==> src/rtl/multdiv_sequencer.sv <==
// Multi-cycle signed multiply/divide sequencer for the execute stage.
// Shift-add multiply or restoring divide on magnitudes, sign fixup, one-cycle result pulse.
module multdiv_sequencer #(
   parameter int WIDTH = 32,
   parameter int CNT_W = 5
) (
   input  logic             clock,
   input  logic             reset,
   input  logic             start_mult,
   input  logic             start_div,
   input  logic             flush,
   input  logic [WIDTH-1:0] operand_A,
   input  logic [WIDTH-1:0] operand_B,
   input  logic [4:0]       dest_reg_in,
   output logic             stall,
   output logic             busy,
   output logic             result_valid,
   output logic [WIDTH-1:0] result,
   output logic [4:0]       result_reg,
   output logic             exception,
   output logic             status_wren
);

   typedef enum logic [2:0] {IDLE, MULT, DIV, FIXUP, DONE} state_t;

   localparam logic [CNT_W-1:0] CNT_LAST = CNT_W'(WIDTH - 1);
   localparam logic [CNT_W-1:0] CNT_ONE  = CNT_W'(1);

   state_t             state, next_state;
   logic [CNT_W-1:0]   count;
   logic [2*WIDTH-1:0] acc;
   logic [WIDTH-1:0]   addend;
   logic               sign_neg;
   logic               is_div;
   logic [4:0]         dest_q;

   logic [WIDTH-1:0]   mag_a, mag_b;
   logic               accept;
   logic [WIDTH:0]     mult_sum;
   logic [WIDTH:0]     div_shifted, div_diff;
   logic [2*WIDTH-1:0] prod_signed;
   logic [WIDTH-1:0]   quot_signed;
   logic               mult_ovf, div_ovf;
   logic [WIDTH-1:0]   fix_result;
   logic               fix_exc;

   // acc holds {partial product, multiplier} for MULT and {remainder, dividend/quotient} for DIV.
   always_comb begin
      mag_a       = operand_A[WIDTH-1] ? -operand_A : operand_A;
      mag_b       = operand_B[WIDTH-1] ? -operand_B : operand_B;
      accept      = (state == IDLE) && ((next_state == MULT) || (next_state == DIV));
      mult_sum    = {1'b0, acc[2*WIDTH-1:WIDTH]} + (acc[0] ? {1'b0, addend} : '0);
      div_shifted = acc[2*WIDTH-1:WIDTH-1];
      div_diff    = div_shifted - {1'b0, addend};
      prod_signed = sign_neg ? -acc : acc;
      quot_signed = sign_neg ? -acc[WIDTH-1:0] : acc[WIDTH-1:0];
      mult_ovf    = ~((&prod_signed[2*WIDTH-1:WIDTH-1]) | ~(|prod_signed[2*WIDTH-1:WIDTH-1]));
      div_ovf     = ~sign_neg & acc[WIDTH-1];
      fix_result  = is_div ? quot_signed : prod_signed[WIDTH-1:0];
      fix_exc     = is_div ? div_ovf : mult_ovf;
   end

   always_ff @(posedge clock or negedge reset) begin
      if (!reset) begin
         state <= IDLE;
      end else begin
         state <= next_state;
      end
   end

   always_comb begin
      next_state = state;
      if (flush) begin
         next_state = IDLE;
      end else begin
         case (state)
            IDLE: begin
               if (start_mult) begin
                  next_state = MULT;
               end else if (start_div) begin
                  next_state = (operand_B == '0) ? DONE : DIV;
               end
            end
            MULT, DIV: begin
               if (count == '0) begin
                  next_state = FIXUP;
               end
            end
            FIXUP:   next_state = DONE;
            DONE:    next_state = IDLE;
            default: next_state = IDLE;
         endcase
      end
   end

   always_comb begin
      stall       = ((state == IDLE) && (start_mult || start_div)) ||
                    (state == MULT) || (state == DIV) || (state == FIXUP);
      status_wren = result_valid & exception;
   end

   always_ff @(posedge clock or negedge reset) begin
      if (!reset) begin
         count    <= '0;
         acc      <= '0;
         addend   <= '0;
         sign_neg <= 1'b0;
         is_div   <= 1'b0;
         dest_q   <= '0;
      end else if (accept) begin
         count    <= CNT_LAST;
         acc      <= {{WIDTH{1'b0}}, (next_state == DIV) ? mag_a : mag_b};
         addend   <= (next_state == DIV) ? mag_b : mag_a;
         sign_neg <= operand_A[WIDTH-1] ^ operand_B[WIDTH-1];
         is_div   <= (next_state == DIV);
         dest_q   <= dest_reg_in;
      end else if (state == MULT) begin
         count <= count - CNT_ONE;
         acc   <= {mult_sum, acc[WIDTH-1:1]};
      end else if (state == DIV) begin
         count <= count - CNT_ONE;
         acc   <= div_diff[WIDTH] ? {div_shifted[WIDTH-1:0], acc[WIDTH-2:0], 1'b0}
                                  : {div_diff[WIDTH-1:0], acc[WIDTH-2:0], 1'b1};
      end
   end

   // Result fields only change on entry to DONE, so a flushed FIXUP leaves them untouched.
   always_ff @(posedge clock or negedge reset) begin
      if (!reset) begin
         busy         <= 1'b0;
         result_valid <= 1'b0;
         result       <= '0;
         result_reg   <= '0;
         exception    <= 1'b0;
      end else begin
         busy         <= (next_state != IDLE);
         result_valid <= (next_state == DONE);
         if ((state == FIXUP) && (next_state == DONE)) begin
            result     <= fix_result;
            exception  <= fix_exc;
            result_reg <= dest_q;
         end else if ((state == IDLE) && (next_state == DONE)) begin
            result     <= '0;
            exception  <= 1'b1;
            result_reg <= dest_reg_in;
         end
      end
   end

endmodule

==> config.mk <==
export PLATFORM = sky130hd
export DESIGN_NAME = multdiv_sequencer
export DESIGN_NICKNAME = d
export VERILOG_FILES = /design/src/rtl/multdiv_sequencer.sv
export SDC_FILE = /design/constraint.sdc
export NUM_CORES = 1
export LEC_CHECK = 0
export CELL_PAD_IN_SITES_DETAIL_PLACEMENT = 0
export CELL_PAD_IN_SITES_GLOBAL_PLACEMENT = 2
export CORE_MARGIN = 2
export CORE_UTILIZATION = 36
export DETAILED_ROUTE_END_ITERATION = 16
export PLACE_DENSITY = 0.83
export SLEW_MARGIN = 15
export SYNTH_ARGS = -nofsm -noshare
export SYNTH_HDL_FRONTEND = slang
export SYNTH_SLANG_ARGS = --single-unit
==> constraint.sdc <==
create_clock -name clock -period 4.52 [get_ports clock]
set_input_delay 0.678 -clock clock [delete_from_list [all_inputs] [get_ports clock]]
set_output_delay 0.678 -clock clock [all_outputs]
set_load 0.01 [all_outputs]
==> flow_metrics.tcl, run 1 <==
set metrics [dict create \
    outcome "complete, no violations" \
    overflow 0 \
    synth_top_family_by_area "compound AO/OA/AOI/OAI gates" \
    setup_tns_ns 0 \
    start_kind "register" \
    dp_hpwl_mm 39.8 \
    track_usage 0.254 \
    clk_pin_slew_worst_paths_ns 0.08 \
    pin_count 116 \
    path_buf_inv 0 \
    vdd_drop_max_v 0.000355 \
    crit_top_cell "a21oi_1" \
    final.setup_skew_ns 0.0184 \
    final_nets 2062 \
    critPathKind "reg -> reg" \
    slew_headroom 0.286 \
    grt_pass1_vias 13757 \
    final-hold-violation-count 0 \
    cp_data_required_time_ns 4.83 \
    swShare 0.496 \
    die_h_um 202 \
    cts_max_path_buffers 2 \
    end_kind "register" \
    use_met1 0.354 \
    tightest_slew_ns 1.07 \
    first_pass_iters 5 \
    largest_reg_flops 64 \
    drt-initial-drc-count 1142 \
    wl_per_cell_um 21.0 \
    synth_compound_area_frac 0.254 \
    cp.arrival_ns 4.42 \
    insertion_delay_ns 0.46 \
    yosys.area_share.xor_xnor 0.107 \
    fp.dieArea_um2 41000 \
    avgSynthCellArea_um2 7.73 \
    min_period_ns 4.11 \
    setup_ws_ns 0.414 \
    ant_nets 0 \
    pwr_density_cell_nw_per_um2 627 \
    std_cell_rows 72 \
    routed_wl_mm 51.3 \
    switching_power_w 0.00521 \
    core_area_um2 38700 \
    area_growth_pct 18.3 \
    crit_chain "nor4_2, nand3_1, or4_1, nor4_1, a21oi_1, xnor2_1, or3_1, o41ai_2, a21oi_1" \
    place_area_um2 16200 \
    fmax_mhz 244 \
    worstHoldPathType "in -> async" \
    synth_seq_cells 151 \
    syn_nets 1977 \
    yosys.area_share.simple 0.211 \
    drc_errors 0 \
    cts_root_buf "clkbuf_16" \
    preCtsSetupSlack_ns 0.211 \
    via_count 14101 \
    maxCapViolations 0 \
    netlist-cell-type-count 81 \
    netlist_area_um2 14200 \
    drive_above_1_share 0.101 \
    synth_edf_count 0 \
    via_per_inst 5.76 \
    io_buffer_count 115 \
    antenna_found_initial 1 \
    slowest_stage "or4_1" \
    synthMuxAreaShare 0.0444 \
    cts_setup_buffers 0 \
    regToRegStartpoint "acc[14]$_DFFE_PN0P_" \
    path_max_fanout 9 \
    power_frac_clock 0.136 \
    cts_tree "yes" \
    p_leak_nw 7.13 \
    setup_viol 0 \
    grt_start_max_net_pins 102 \
    internal-power_w 0.00529 \
    die_x_um 202 \
    fin_crit_sh 0.908 \
    cts_buffers 17 \
    synth_adder_area_share 0.0638 \
    initial_core_util 0.366 \
    combinationalPowerShare 0.627 \
    async_reset_ff_frac 1.00 \
    clock-sinks 151 \
    antenna_cells 0 \
    synth_cells 1832 \
    h-tree-depth 4 \
    ys_seq_area_frac 0.267 \
    utilization 0.432 \
    seq_power_share 0.237 \
    drv_slew 0 \
    ys.warnings.count 0 \
    crit_family "simple AND/OR/NAND/NOR gates" \
    grt_util_met2 0.390 \
    grt-busiest-layer "met2" \
    cp-startpoint "acc[14]$_DFFE_PN0P_" \
    final_area_um2 16800 \
    place_congestion 0.860 \
    grt_pass1_wl_mm 80.5 \
    ys.flop_type "dfrtp_1" \
    cp_slowest_stage_delay_ns 0.66 \
    rsz0062_at_grt "false" \
    grt.met3_usage 0.0576 \
]
stage by stage:
stage               power (W)  cells  hold WS [ns]
floorplan             0.00671   1832         0.382
global placement      0.00897   2416         0.461
detailed placement    0.00901   2416         0.469
CTS                    0.0105   2448         0.407
global route           0.0114   2448         0.418
finish                 0.0105   2448         0.345
cell usage in the layout, fill, tap and decap left out, drive strengths merged, types with 19 or more instances in the layout:
| cell type | synthesis | final |
|---|---|---|
| a211oi | 27 | 27 |
| a21o | 32 | 32 |
| a21oi | 117 | 117 |
| a31oi | 32 | 32 |
| buf | 24 | 85 |
| clkdlybuf4s50 | 0 | 113 |
| dfrtp | 151 | 151 |
| ha | 69 | 69 |
| inv | 61 | 68 |
| mux2 | 39 | 39 |
| mux2i | 19 | 19 |
| nand2 | 261 | 261 |
| nand3 | 37 | 37 |
| nor2 | 122 | 122 |
| nor3 | 30 | 30 |
| nor4 | 27 | 27 |
| o21ai | 173 | 173 |
| o31ai | 64 | 64 |
| o41ai | 25 | 25 |
| or3 | 28 | 28 |
| xnor2 | 61 | 61 |
| xor2 | 112 | 112 |
power groups by stage:
stage | sequential, W | clock, W | combinational [W]
2_1_floorplan | 0.00229 | 0 | 0.00442
5_1_grt | 0.00257 | 0.00151 | 0.00729
6_report | 0.00249 | 0.00143 | 0.00658
4_1_cts | 0.00247 | 0.00146 | 0.00654
3_3_place_gp | 0.00248 | 0 | 0.00648
3_5_place_dp | 0.00250 | 0 | 0.00651
cells by family after synthesis:
logic type	count (synthesis)
xor gates and xnor gates	173
muxes	58
AOI/OAI and AO/OA	563
DFF	151
adders and majority gates	71
and+or+nand+nor	622
buffers and inverters	194
synth_stat cells (all sizes together), types with 30 or more instances:
cell | count | share of area
nand3 | 37 | 0.013
nand2 | 261 | 0.069
ha | 69 | 0.061
a21o | 32 | 0.017
mux2 | 39 | 0.031
nor3 | 30 | 0.011
xnor2 | 61 | 0.038
o21ai | 173 | 0.061
o31ai | 64 | 0.034
clkbuf | 108 | 0.029
inv | 61 | 0.016
xor2 | 112 | 0.069
nor2 | 122 | 0.032
a21oi | 117 | 0.041
a31oi | 32 | 0.014
dfrtp | 151 | 0.27
final cells by class:
class / count / area, um^2
tap: 518 / 648
inverter: 62 / 233
clock buffer: 18 / 439
sequential: 151 / 3780
timing repair buffer: 198 / 1830
multi-input combinational: 1487 / 9690
clock inverter: 14 / 133
fill: 4010 / 22000
final timing paths:
| path | endpoint | slack, ns | cells past startpoint |
|---|---|---|---|
| worst max register to register | exception$_DFFE_PN0P_ | 0.41 | 9 |
| worst min register to register | result[26]$_DFFE_PN0P_ | 0.48 | 2 |
| worst min-delay path | addend[17]$_DFFE_PN0N_ | 0.35 | 1 |
| worst max-delay path | exception$_DFFE_PN0P_ | 0.41 | 9 |
| min in group clock | result[26]$_DFFE_PN0P_ | 0.48 | 2 |
| max in group asynchronous | count[4]$_DFFE_PN0P_ | 3.25 | 2 |
repair_timing:
action / in CTS / in global routing
hold buffers: 0 / 0
resized for setup: 0 / 3
hold endpoints to repair: 0 / 0
setup endpoints to repair: 0 / 1
metal layers:
metal  wire (um)  vias to the layer above
li1            -                     6814
met1       23900                     6829
met3        3430                       66
met2       22800                      392
met4        1250                        0
met5           0                        -
(Power assumes the default switching activity.)
==> inputs of run 2 (changes only) <==
ABC_AREA = 1   (was default)
CORE_UTILIZATION = 33   (was 36)
==> flow_metrics.tcl, run 2 <==
set metrics [dict create \
    path_max_fanout 29 \
    fill_cells 5124 \
    worstHoldPathType "in -> async" \
    maxCapViolations 0 \
    antenna_cells 0 \
    yosysTopAreaCellShare 0.245 \
    largest_reg_flops 64 \
    vdd_drop_max_v 0.000319 \
    wl_per_cell_um 19.9 \
    grt_pass1_wl_mm 96.8 \
    grt_start_max_net_pins 104 \
    overflow 0 \
    crit_chain "ha_1, a21oi_1, o21ai_0, a21oi_1, o21ai_0, a21oi_1, nand2_1, nand2_1, nand2_1, buf_4, o21ai_0, o21ai_1, nand2_1" \
    ant_nets 0 \
    async_reset_ff_frac 1.00 \
    setup_viol 0 \
    synth_edf_count 0 \
    slowest_stage "dfrtp_1" \
    cts-resized-gates 0 \
    core_area_um2 46400 \
    netlist-cell-type-count 52 \
    outcome "complete, no violations" \
    drive_above_1_share 0.0387 \
    fin_crit_sh 0.854 \
    drc_errors 0 \
    synth.top_cells.by_count "805 x nand2_1, 292 x inv_1, 285 x nor2_1" \
    insertion_delay_ns 0.47 \
    area_growth_pct 15.6 \
    final_nets 2770 \
    cp.arrival_ns 4.27 \
    avgSynthCellArea_um2 6.08 \
    swShare 0.565 \
    tightest_slew_ns 1.05 \
    finalHoldWorstSlack_ns 0.261 \
    setup_tns_ns 0 \
    initial_core_util 0.333 \
    ys_seq_area_frac 0.245 \
    routed_wl_mm 64.7 \
    yosys.cell_count.top_type "nand2_1" \
    netlist_area_um2 15400 \
    cts_setup_buffers 0 \
    drv_slew 0 \
    slew_headroom 0.297 \
    cp_data_required_time_ns 4.93 \
    crit_top_cell "nand2_1" \
    drt-initial-drc-count 1251 \
    synth_area_leaders "dfrtp_1 24%, nand2_1 20%, inv_1 7.1%, nor2_1 6.9%, nand3_1 6.1%" \
    io_buffer_count 115 \
    rsz0062_at_grt "false" \
    cts_tree "yes" \
    first_pass_iters 6 \
    h-tree-depth 4 \
    grt_pass1_vias 16177 \
    place_area_um2 17200 \
    hold_buffers 0 \
    seq_power_share 0.237 \
    fmax_mhz 259 \
    utilization 0.385 \
    final-hold-violation-count 0 \
    ys.warnings.count 0 \
    cp_slowest_stage_delay_ns 0.77 \
    synth_seq_cells 151 \
    die_x_um 220 \
    start_kind "register" \
    antenna_found_initial 0 \
    via_per_inst 5.21 \
    final.setup_skew_ns 0.0165 \
    syn_nets 2686 \
    internal-power_w 0.00557 \
    std_cell_rows 79 \
    min_period_ns 3.86 \
    final_area_um2 17800 \
    cts_buffers 17 \
    combinationalPowerShare 0.642 \
    p_leak_nw 8.86 \
    cts_root_buf "clkbuf_16" \
    synth_cells 2541 \
    cts_max_path_buffers 2 \
    end_kind "register" \
    final_common_cell "nand2_1" \
    path_buf_inv 1 \
    clk_pin_slew_worst_paths_ns 0.08 \
    switching_power_w 0.00724 \
    dp_hpwl_mm 52.3 \
    clock-sinks 151 \
    power_frac_clock 0.120 \
    critPathKind "reg -> reg" \
    track_usage 0.266 \
    pwr_density_cell_nw_per_um2 718 \
    crit_family "compound AO/OA/AOI/OAI gates" \
    final_cell_mix "805 x nand2_1, 292 x inv_1, 285 x nor2_1, 188 x nand3_1, 186 x o21ai_0" \
    place_congestion 0.931 \
    fp.dieArea_um2 48500 \
    die_h_um 220 \
    pin_count 116 \
    yosysTopAreaCell "dfrtp_1" \
    ys.flop_type "dfrtp_1" \
    via_count 16904 \
    power_w 0.0128 \
]
-- run 2: changes by cell type after synthesis, moves of 28 or more --
| cell | change |
|---|---|
| nand3_1 | +151 |
| inv_1 | +231 |
| nand2_1 | +544 |
| mux2_2 | -39 |
| nor2_1 | +163 |
| clkbuf_1 | -73 |
| xor2_1 | -28 |
| o31ai_1 | -57 |
| o21ai_0 | +55 |
-- run 2: cell families (layout without fill, tap and decap cells) --
group	after synthesis	count (layout)	synth area share
compound gates	455	455	0.166
xor+xnor	120	120	0.0681
fa+ha+maj	71	71	0.0585
buf+inv	384	481	0.0991
flops	151	151	0.245
simple gates	1360	1360	0.363
-- run 2: stage by stage --
step | setup slack, ns | cells
5_1_grt | 0.498 | 3245
6_report | 0.659 | 3245
3_5_place_dp | 0.393 | 3213
2_1_floorplan | 1.66 | 2541
4_1_cts | 0.884 | 3245
3_3_place_gp | 0.460 | 3213
-- run 2: power groups by stage --
stage / logic (W) / registers [W] / clock network, W
2_1_floorplan: 0.00563 / 0.00255 / 0
6_report: 0.00823 / 0.00304 / 0.00154
3_3_place_gp: 0.00819 / 0.00303 / 0
3_5_place_dp: 0.00819 / 0.00303 / 0
5_1_grt: 0.00926 / 0.00311 / 0.00162
4_1_cts: 0.00823 / 0.00301 / 0.00156
-- run 2: worst paths after layout --
check,startpoint,to,slack (ns),cells after the start
worst max-delay path,acc[50]$_DFFE_PN0P_,acc[60]$_DFFE_PN0P_,0.66,13
worst min-delay path,reset,dest_q[3]$_DFFE_PN0N_,0.26,1
worst max register to register,acc[50]$_DFFE_PN0P_,acc[60]$_DFFE_PN0P_,0.66,13
worst min register to register,result[31]$_DFFE_PN0P_,result[31]$_DFFE_PN0P_,0.48,2
max in group asynchronous,reset,acc[61]$_DFFE_PN0P_,3.20,2
min in group clock,result[31]$_DFFE_PN0P_,result[31]$_DFFE_PN0P_,0.48,2
-- run 2: layer usage --
| metal | wire length [um] | global-route usage | vias to the layer above |
|---|---|---|---|
| met2 | 30200 | 0.434 | 443 |
| met4 | 1580 | 0.0808 | 0 |
| li1 | - | - | 8382 |
| met5 | 0 | 0 | - |
| met3 | 3230 | 0.0375 | 67 |
| met1 | 29600 | 0.365 | 8012 |
-- run 2: area by class of cell --
class                   count  area, um^2  share of cell area
well taps                 607         759              0.0426
clock buffers              17         425              0.0238
clock inverters            15         199              0.0111
flip-flops and latches    151        3780               0.212
multi-input cells        2006       10100               0.568
inverters                 302        1130              0.0635
repair buffers            147        1410              0.0787
==> inputs of run 3 (changes only) <==
--- a/config.mk
+++ b/config.mk
@@ -12,5 +12,5 @@
 export CORE_UTILIZATION = 33
 export DETAILED_ROUTE_END_ITERATION = 16
-export PLACE_DENSITY = 0.83
+export PLACE_DENSITY = 0.8
 export SLEW_MARGIN = 15
 export SYNTH_ARGS = -nofsm -noshare
==> constraint.sdc (replaced) <==
create_clock -name clock -period 4.52 [get_ports clock]
set_input_delay 0.678 -clock clock [delete_from_list [all_inputs] [get_ports clock]]
set_output_delay 0.678 -clock clock [all_outputs]
set_load 0.1 [all_outputs]
==> flow_metrics.tcl, run 3 (synthesis results as in run 2) <==
set metrics [dict create \
    fin_crit_sh 0.808 \
    drive_above_1_share 0.0372 \
    cp_slowest_stage_delay_ns 0.50 \
    slew_headroom 0.288 \
    finalHoldWorstSlack_ns 0.286 \
    met1_length_mm 29.5 \
    setup_viol 0 \
    pin_count 116 \
    fmax_mhz 274 \
    insertion_delay_ns 0.47 \
    path_max_fanout 32 \
    cp_data_required_time_ns 4.88 \
    reg2reg_depth 18 \
    vdd_drop_max_v 0.000581 \
    cts_setup_buffers 0 \
    combinationalPowerShare 0.665 \
    path_buf_inv 2 \
    grt_pass1_vias 15903 \
    maxCapViolations 0 \
    end_kind "register" \
    seq_power_share 0.225 \
    final_common_cell "nand2_1" \
    dp_hpwl_mm 51.9 \
    hold_buffers 0 \
    crit_top_cell "nand2_1" \
    maxUsedRoutingLayer "met4" \
    drv_slew 0 \
    tightest_slew_ns 1.06 \
    drt-initial-drc-count 1503 \
    fill_cells 5217 \
    final_nets 2764 \
    outcome "complete, no violations" \
    wl_met3_mm 3.47 \
    cts_max_path_buffers 2 \
    ant_nets 0 \
    r2r_end "acc[37]$_DFFE_PN0P_" \
    switching_power_w 0.00842 \
    grt_start_max_net_pins 152 \
    antenna_cells 0 \
    routed_wl_mm 64.9 \
    clock-sinks 151 \
    antenna_found_initial 1 \
    min_period_ns 3.65 \
    setup_tns_ns 0 \
    via_per_inst 5.24 \
    reg2reg_slack_ns 0.87 \
    critPathKind "reg -> reg" \
    start_kind "register" \
    pwr_density_cell_nw_per_um2 784 \
    area_growth_pct 15.5 \
    core_area_um2 46400 \
    fp.dieArea_um2 48500 \
    p_leak_nw 8.84 \
    die_x_um 220 \
    first_pass_iters 6 \
    utilization 0.385 \
    clk_pin_slew_worst_paths_ns 0.08 \
    overflow 0 \
    crit_chain "inv_1, ha_1, inv_1, fa_1, nand3_1, nand2_1, a21oi_1, o21ai_1, nand2_1, nand2_1, nand3_1, nand2_1, nand2_1, nand2_2, nand2_1, nand3_1, nand3_1, nand2_1" \
    rsz0062_at_grt "false" \
    io_buffer_count 115 \
    met2_length_mm 30.3 \
    internal-power_w 0.00555 \
    initial_core_util 0.333 \
    regToRegStartpoint "acc[31]$_DFFE_PN0P_" \
    drc_errors 0 \
    wl_per_cell_um 20.0 \
    cts_buffers 17 \
    largest_reg_flops 64 \
    cp.arrival_ns 4.01 \
    final_cell_mix "804 x nand2_1, 292 x inv_1, 285 x nor2_1, 188 x nand3_1, 186 x o21ai_0" \
    std_cell_rows 79 \
    swShare 0.603 \
    cts_root_buf "clkbuf_16" \
    via_count 16980 \
    place_congestion 0.901 \
    final.setup_skew_ns 0.0179 \
    worstHoldPathType "in -> async" \
    slowest_stage "dfrtp_1" \
    crit_family "simple AND/OR/NAND/NOR gates" \
    cts-resized-gates 0 \
    h-tree-depth 4 \
    cts_tree "yes" \
    final-hold-violation-count 0 \
    track_usage 0.267 \
    die_h_um 220 \
    grt_pass1_wl_mm 96.1 \
    power_frac_clock 0.110 \
]
[run 3: worst max path at each step]
stage	from	to	slack, ns	cells past startpoint
3_5_place_dp	operand_B[0]	addend[0]$_DFFE_PN0N_	0.43	17
2_1_floorplan	start_div	stall	1.46	2
5_1_grt	acc[31]$_DFFE_PN0P_	acc[39]$_DFFE_PN0P_	0.59	18
4_1_cts	acc[31]$_DFFE_PN0P_	acc[39]$_DFFE_PN0P_	0.60	18
3_3_place_gp	operand_B[0]	addend[0]$_DFFE_PN0N_	0.50	17
6_report	acc[31]$_DFFE_PN0P_	acc[37]$_DFFE_PN0P_	0.87	18
[run 3: metrics by stage]
stage                     instance area (um^2)  power (W)  worst slack (ns)  cells
after floorplan                          15400    0.00931              1.46   2541
after global placement                   17200     0.0124             0.498   3207
after detailed placement                 17200     0.0124             0.426   3207
after CTS                                17800     0.0140             0.595   3239
after global routing                     17800     0.0151             0.587   3239
final                                    17800     0.0140             0.869   3239
[run 3: worst reg2reg max path: stages (launching register included)]
cell     delay (ns)
dfrtp_1        0.50
inv_1          0.21
ha_1           0.18
inv_1          0.06
fa_1           0.40
nand3_1        0.08
nand2_1        0.11
a21oi_1        0.41
o21ai_1        0.16
nand2_1        0.09
nand2_1        0.10
nand3_1        0.12
nand2_1        0.08
nand2_1        0.09
nand2_2        0.40
nand2_1        0.18
nand3_1        0.16
nand3_1        0.16
nand2_1        0.06
[run 3: power by group through the flow]
stage / Sequential (W) / Combinational [W] / Clock [W]
detailed placement: 0.00313 / 0.00924 / 0
floorplan: 0.00367 / 0.00564 / 0
global route: 0.00318 / 0.0103 / 0.00162
global placement: 0.00313 / 0.00924 / 0
CTS: 0.00310 / 0.00928 / 0.00157
finish: 0.00314 / 0.00929 / 0.00154
[run 3: metal layers]
layer,vias to the layer above,GRT usage
li1,8375,-
met1,8009,0.369
met2,527,0.435
met3,69,0.0308
met4,0,0.0801
met5,-,0
[run 3: layout make-up]
class | count | area (um^2) | area share
multi-input cells | 2006 | 10100 | 0.569
flip-flops and latches | 151 | 3780 | 0.212
repair buffers | 141 | 1380 | 0.0775
inverters | 302 | 1130 | 0.0636
well taps | 607 | 759 | 0.0426
clock buffers | 17 | 425 | 0.0239
clock inverters | 15 | 199 | 0.0112
